--- config.mk ---
export PLATFORM = sky130hd
export DESIGN_NAME = lsu_ctrl
export DESIGN_NICKNAME = d
export VERILOG_FILES = /design/src/rtl/lsu_ctrl.sv
export SDC_FILE = /design/constraint.sdc
export NUM_CORES = 1
export LEC_CHECK = 0
export ABC_CLOCK_PERIOD_IN_PS = 3160
export CAP_MARGIN = 20
export CORE_ASPECT_RATIO = 2
export CORE_MARGIN = 3
export CORE_UTILIZATION = 45
export CTS_CLUSTER_DIAMETER = 60
export CTS_CLUSTER_SIZE = 14
export DETAILED_ROUTE_END_ITERATION = 10
export GPL_TIMING_DRIVEN = 0
export PLACE_DENSITY = 0.92
export SKIP_CTS_REPAIR_TIMING = 1
export SLEW_MARGIN = 20
export SYNTH_ARGS = -nofsm -noshare
export SYNTH_HDL_FRONTEND = slang
export SYNTH_SLANG_ARGS = --single-unit
--- constraint.sdc ---
create_clock -name clk -period 3.16 [get_ports clk]
set_input_delay 0.316 -clock clk [delete_from_list [all_inputs] [get_ports clk]]
set_output_delay 0.316 -clock clk [all_outputs]
set_load 0.01 [all_outputs]
--- src/rtl/lsu_ctrl.sv ---
// lsu_ctrl: multi-cycle load/store sequencer between the decode-stage memory
// controls and a valid/ready data-memory bus. One access is captured at a
// time, issued as a word-aligned request with a byte-lane mask, and (for
// loads) the returned word is lane-selected and sign/zero-extended.
//
// Build option: define LSU_MISALIGN_TRAP_EN to turn misaligned half/word
// accesses into an immediate err+done with no bus traffic. Without it the
// offending low address bits are simply masked to natural alignment.
module lsu_ctrl #(
   parameter int ADDR_W = 32,
   parameter int DATA_W = 32
) (
   input  logic              clk,
   input  logic              rst_n,
   input  logic              in_valid,
   input  logic              MemRd,
   input  logic              MemWr,
   input  logic [2:0]        MemOp,
   input  logic [ADDR_W-1:0] addr,
   input  logic [DATA_W-1:0] wdata,
   output logic              stall,
   output logic              done,
   output logic [DATA_W-1:0] rdata,
   output logic              err,
   output logic              req_valid,
   input  logic              req_ready,
   output logic              req_wen,
   output logic [ADDR_W-1:0] req_addr,
   output logic [DATA_W-1:0] req_wdata,
   output logic [3:0]        req_wmask,
   input  logic              resp_valid,
   input  logic [DATA_W-1:0] resp_data
);

   // Access size classes derived from MemOp.
   localparam logic [1:0] SZ_BYTE = 2'd0;
   localparam logic [1:0] SZ_HALF = 2'd1;
   localparam logic [1:0] SZ_WORD = 2'd2;

   typedef enum logic [1:0] {
      ST_IDLE = 2'b00,
      ST_REQ  = 2'b01,
      ST_WAIT = 2'b10,
      ST_DONE = 2'b11
   } state_t;

   // Size class of a MemOp; the reserved encodings 011/110/111 behave as word.
   function automatic logic [1:0] op_size(input logic [2:0] op);
      logic [1:0] sz;
      case (op)
         3'b000, 3'b100: sz = SZ_BYTE;
         3'b001, 3'b101: sz = SZ_HALF;
         default:        sz = SZ_WORD;
      endcase
      return sz;
   endfunction

   // Only lbu/lhu are zero-extended.
   function automatic logic op_unsigned(input logic [2:0] op);
      return (op == 3'b100) || (op == 3'b101);
   endfunction

   // Byte-enable mask for a store of the given size at byte offset off.
   // Halfwords use lane {off[1],0}, which also realigns an odd half offset.
   function automatic logic [3:0] lane_mask(input logic [1:0] size, input logic [1:0] off);
      logic [3:0] m;
      case (size)
         SZ_BYTE: m = 4'b0001 << off;
         SZ_HALF: m = 4'b0011 << {off[1], 1'b0};
         default: m = 4'b1111;
      endcase
      return m;
   endfunction

   // Right-aligned store data shifted onto its byte lanes; unused lanes are zero.
   function automatic logic [DATA_W-1:0] lane_data(input logic [1:0] size, input logic [1:0] off,
                                                   input logic [DATA_W-1:0] wd);
      logic [DATA_W-1:0] d;
      case (size)
         SZ_BYTE: d = {{(DATA_W-8){1'b0}}, wd[7:0]} << {off, 3'b000};
         SZ_HALF: d = {{(DATA_W-16){1'b0}}, wd[15:0]} << {off[1], 4'b0000};
         default: d = wd;
      endcase
      return d;
   endfunction

   // Select the addressed byte/half of a read word and extend it.
   function automatic logic [DATA_W-1:0] load_extend(input logic [1:0] size, input logic uns,
                                                     input logic [1:0] off,
                                                     input logic [DATA_W-1:0] word);
      logic [DATA_W-1:0] sh;
      logic [DATA_W-1:0] res;
      sh  = {DATA_W{1'b0}};
      res = word;
      case (size)
         SZ_BYTE: begin
            sh  = word >> {off, 3'b000};
            res = {{(DATA_W-8){sh[7] & ~uns}}, sh[7:0]};
         end
         SZ_HALF: begin
            sh  = word >> {off[1], 4'b0000};
            res = {{(DATA_W-16){sh[15] & ~uns}}, sh[15:0]};
         end
         default: res = word;
      endcase
      return res;
   endfunction

`ifdef LSU_MISALIGN_TRAP_EN
   // Half needs an even address, word needs a multiple of four.
   function automatic logic is_misaligned(input logic [1:0] size, input logic [1:0] off);
      logic mis;
      case (size)
         SZ_HALF: mis = off[0];
         SZ_WORD: mis = (off != 2'b00);
         default: mis = 1'b0;
      endcase
      return mis;
   endfunction
`endif

   state_t            state_r;
   state_t            next_state_s;
   logic              stall_s;
   logic [2:0]        op_r;
   logic [1:0]        off_r;
   logic              wen_r;
   logic [ADDR_W-1:0] req_addr_r;
   logic [DATA_W-1:0] req_wdata_r;
   logic [3:0]        req_wmask_r;
   logic [DATA_W-1:0] rdata_r;

   logic              accept_s;
   logic              is_write_s;
   logic [1:0]        in_size_s;
   logic              trap_s;

   // A read wins when MemRd and MemWr are both set.
   assign accept_s   = in_valid & (MemRd | MemWr);
   assign is_write_s = MemWr & ~MemRd;
   assign in_size_s  = op_size(MemOp);

`ifdef LSU_MISALIGN_TRAP_EN
   logic err_r;
   assign trap_s = is_misaligned(in_size_s, addr[1:0]);
   assign err    = err_r;

   // err pulses during the DONE cycle that follows a trapped accept.
   always_ff @(posedge clk or negedge rst_n) begin
      if (!rst_n) begin
         err_r <= 1'b0;
      end else begin
         err_r <= (state_r == ST_IDLE) & accept_s & trap_s;
      end
   end
`else
   assign trap_s = 1'b0;
   assign err    = 1'b0;
`endif

   // State register; async reset abandons any access in flight.
   always_ff @(posedge clk or negedge rst_n) begin
      if (!rst_n) begin
         state_r <= ST_IDLE;
      end else begin
         state_r <= next_state_s;
      end
   end

   // Next-state decode and stall; stall in IDLE reacts combinationally to a new access.
   always_comb begin
      next_state_s = state_r;
      stall_s      = 1'b0;
      case (state_r)
         ST_IDLE: begin
            if (accept_s) begin
               stall_s = 1'b1;
               if (trap_s) begin
                  next_state_s = ST_DONE;
               end else begin
                  next_state_s = ST_REQ;
               end
            end else begin
               next_state_s = ST_IDLE;
            end
         end
         ST_REQ: begin
            stall_s = 1'b1;
            if (req_ready) begin
               next_state_s = ST_WAIT;
            end else begin
               next_state_s = ST_REQ;
            end
         end
         ST_WAIT: begin
            stall_s = 1'b1;
            if (resp_valid) begin
               next_state_s = ST_DONE;
            end else begin
               next_state_s = ST_WAIT;
            end
         end
         ST_DONE: begin
            next_state_s = ST_IDLE;
         end
         default: begin
            next_state_s = ST_IDLE;
         end
      endcase
   end

   // Capture the request at accept and the extended load result on the response.
   always_ff @(posedge clk or negedge rst_n) begin
      if (!rst_n) begin
         op_r        <= 3'b000;
         off_r       <= 2'b00;
         wen_r       <= 1'b0;
         req_addr_r  <= {ADDR_W{1'b0}};
         req_wdata_r <= {DATA_W{1'b0}};
         req_wmask_r <= 4'b0000;
         rdata_r     <= {DATA_W{1'b0}};
      end else begin
         if ((state_r == ST_IDLE) && accept_s) begin
            op_r       <= MemOp;
            off_r      <= addr[1:0];
            wen_r      <= is_write_s & ~trap_s;
            req_addr_r <= {addr[ADDR_W-1:2], 2'b00};
            if (is_write_s && !trap_s) begin
               req_wmask_r <= lane_mask(in_size_s, addr[1:0]);
               req_wdata_r <= lane_data(in_size_s, addr[1:0], wdata);
            end else begin
               req_wmask_r <= 4'b0000;
               req_wdata_r <= {DATA_W{1'b0}};
            end
            if (trap_s) begin
               rdata_r <= {DATA_W{1'b0}};
            end
         end else if ((state_r == ST_WAIT) && resp_valid && !wen_r) begin
            rdata_r <= load_extend(op_size(op_r), op_unsigned(op_r), off_r, resp_data);
         end
      end
   end

   assign stall     = stall_s;
   assign done      = (state_r == ST_DONE);
   assign req_valid = (state_r == ST_REQ);
   assign req_wen   = wen_r;
   assign req_addr  = req_addr_r;
   assign req_wdata = req_wdata_r;
   assign req_wmask = req_wmask_r;
   assign rdata     = rdata_r;

endmodule

==> flow_summary.ini <==
[status]
status = finished clean

[route]
vias_per_cell = 5.66
avgRoutedWirePerCell_um = 19.7
wl_met1_mm = 5.25
routed.top_layer = met4
wl_met3_um = 888
drtAntennaViolNets = 0
drtIter0Drc = 252
first_pass_iters = 6
drc = 0
drt-total-wl_mm = 16.0
vias = 4605
met2_wirelength_mm = 8.97

[yosys]
synth_top_flop_cell = dfrtp_1
synth_area_leaders = dfrtp_1, mux2_2, nand2_1, o21ai_0, a22o_1
ys_ff_latch = 106
yosysWarnings = 0
avgSynthCellArea_um2 = 11.0
synth_cell_types = 41
syn-instance-count = 450
synth_edf_count = 0
synth.cell_area_um2 = 4940
async_reset_ff_frac = 1.00
synth-seq-area-share = 0.537
synth_top_area_share = 0.537
synth_top_cell_by_area = dfrtp_1

[worst_hold_path]
hold_path_class = input pin to async pin

[placed_design]
dpl.hpwl_mm = 12.7
port_buffers = 207
globalplace.congestion = 0.966

[clock_tree]
clk_pin_slew_worst_paths_ps = 70
cts_root_buffer = clkbuf_16
ctsHtreeMaxLevel = 3
cts_tree = yes
cts.path.max_buffers = 2
cts_sinks = 106
insertion_delay_ps = 330
cts_buffers = 9

[floorplan]
coreArea_um2 = 10600
io-pin-count = 211
die_w_um = 80.1
fp.dieH_um = 154
start_util = 0.465
die-area_um2 = 12300
rows = 53

[worst_setup_path]
path_class = flop to output pin
cp.required_ps = 2840
critPathLaunchType = flop
r2r_slack_ps = 1110
crit_family = buffers and inverters
crit_path_max_fanout = 10
crit_arrival_ps = 2620
cpMaxStageDelayCell = clkdlybuf4s50_1
path_cells = inv_1 > ha_1 > o211ai_1 > buf_2 > clkbuf_1 > a21oi_1 > clkdlybuf4s50_1
endpoint_kind = output pin
critPathBufInv = 4
worst_path_largest_cell_delay_ps = 500

[global_routing]
grt_start_max_net_pins = 62
grt_pass1_vias = 4926
grt_pass1_wl_mm = 25.1
gr-total-overflow = 0
antenna_found_initial = 0
globalRouteTotalUtil = 0.264

[layout]
fin_util = 0.709
syn_to_final_growth_pct = 52.4
final_cell_mix = clkdlybuf4s50_1, dfrtp_1, nand2_1, mux2_2, o21ai_0
layout_commonest_cell = clkdlybuf4s50_1
final_nets = 783
num_antenna_cells = 0
drive_above_1_share = 0.131

[timing]
post-route-period-util = 0.928
fin_skew_ps = 8.40
setup_viol = 0
fmax_ghz = 0.341
finalMaxSlewViolations = 0
hold_viol_final = 0
worstMarginPinSlew_ps = 894
max-slew-margin-rel = 0.402
rsz0062_at_grt = no
period_minus_slack_ps = 2930

[pwr]
power_w = 0.00660
peakVddDrop_v = 0.000473
p_leak_nw = 3.13
powerDensity_nw_per_um2 = 878

[flow_run]
maxCapViolCount = 0
==> cell type report <==
cell class                 count  area, um2
timing repair buffer         209       2110
inverter                       6       22.5
clock inverter                 7       73.8
buffer                        36        181
sequential                   106       2650
tap                          137        171
clock buffer                   9        225
fill                         783       3080
multi-input combinational    304       2090
==> routing by layer <==
layer / vias up / GRT usage
li1: 2078 / -
met3: 52 / 0.0410
met1: 2234 / 0.265
met5: - / 0
met4: 0 / 0.168
met2: 241 / 0.485
==> stage by stage <==
stage	std cells	TNS [ps]	hold WS, ps	worst slack [ps]	cell area [um2]
after floorplan	452	0	20.4	1430	4940
after global placement	796	-207510	454	-1970	7190
after detailed placement	797	0	273	418	7220
after CTS	813	0	-98.9	188	7520
after global routing	814	0	508	12.4	7530
final	814	0	477	227	7530
==> registers in the layout, summed over array words and instances (netlist names), named ones only <==
register,count
state_r,1
req_wmask,4
req_wen,1
rdata,32
req_wdata,32
op_r,3
off_r,2
req_addr,30
==> cell families (layout without fill, tap and decap cells) <==
| kind of cell | after synthesis | in the layout | synth area share |
|---|---|---|---|
| compound gates | 119 | 119 | 0.169 |
| fa+ha+maj | 5 | 5 | 0.0127 |
| buf+inv | 42 | 267 | 0.0413 |
| flops | 106 | 106 | 0.537 |
| mux | 51 | 51 | 0.116 |
| other cells | 1 | 3 | 0.000760 |
| simple gates | 126 | 126 | 0.123 |
==> Yosys cell counts, types with 2 or more instances <==
cell	instances
a21oi_1	9
a221oi_1	15
a222oi_1	8
a22o_1	16
a22oi_1	9
a31oi_1	16
and4b_1	2
buf_1	2
buf_2	13
buf_4	4
buf_6	2
clkbuf_1	15
dfrtp_1	106
ha_1	5
inv_1	6
mux2_2	41
mux2i_1	9
nand2_1	56
nor2_1	36
nor2b_1	11
nor3_1	8
nor3b_2	3
o211ai_1	2
o21ai_0	38
or3b_1	2
==> worst paths after layout <==
kind | start | endpoint | cells after the start
min in group clk | req_wmask[2] | req_wmask[2] | 2
max in group asynchronous | rst_n | state_r[0] | 3
hold reg to reg | req_wmask[2] | req_wmask[2] | 2
setup / recovery | state_r[0] | stall | 7
hold / removal | rst_n | req_addr[16] | 2
setup reg to reg | state_r[0] | rdata[14] | 8
==> where the power goes <==
part           internal [W]  switching (W)
sequential          0.00193       0.000341
combinational       0.00175        0.00145
clock              0.000621       0.000510
total               0.00430        0.00230
No activity file was read; power rests on OpenSTA's default activity.
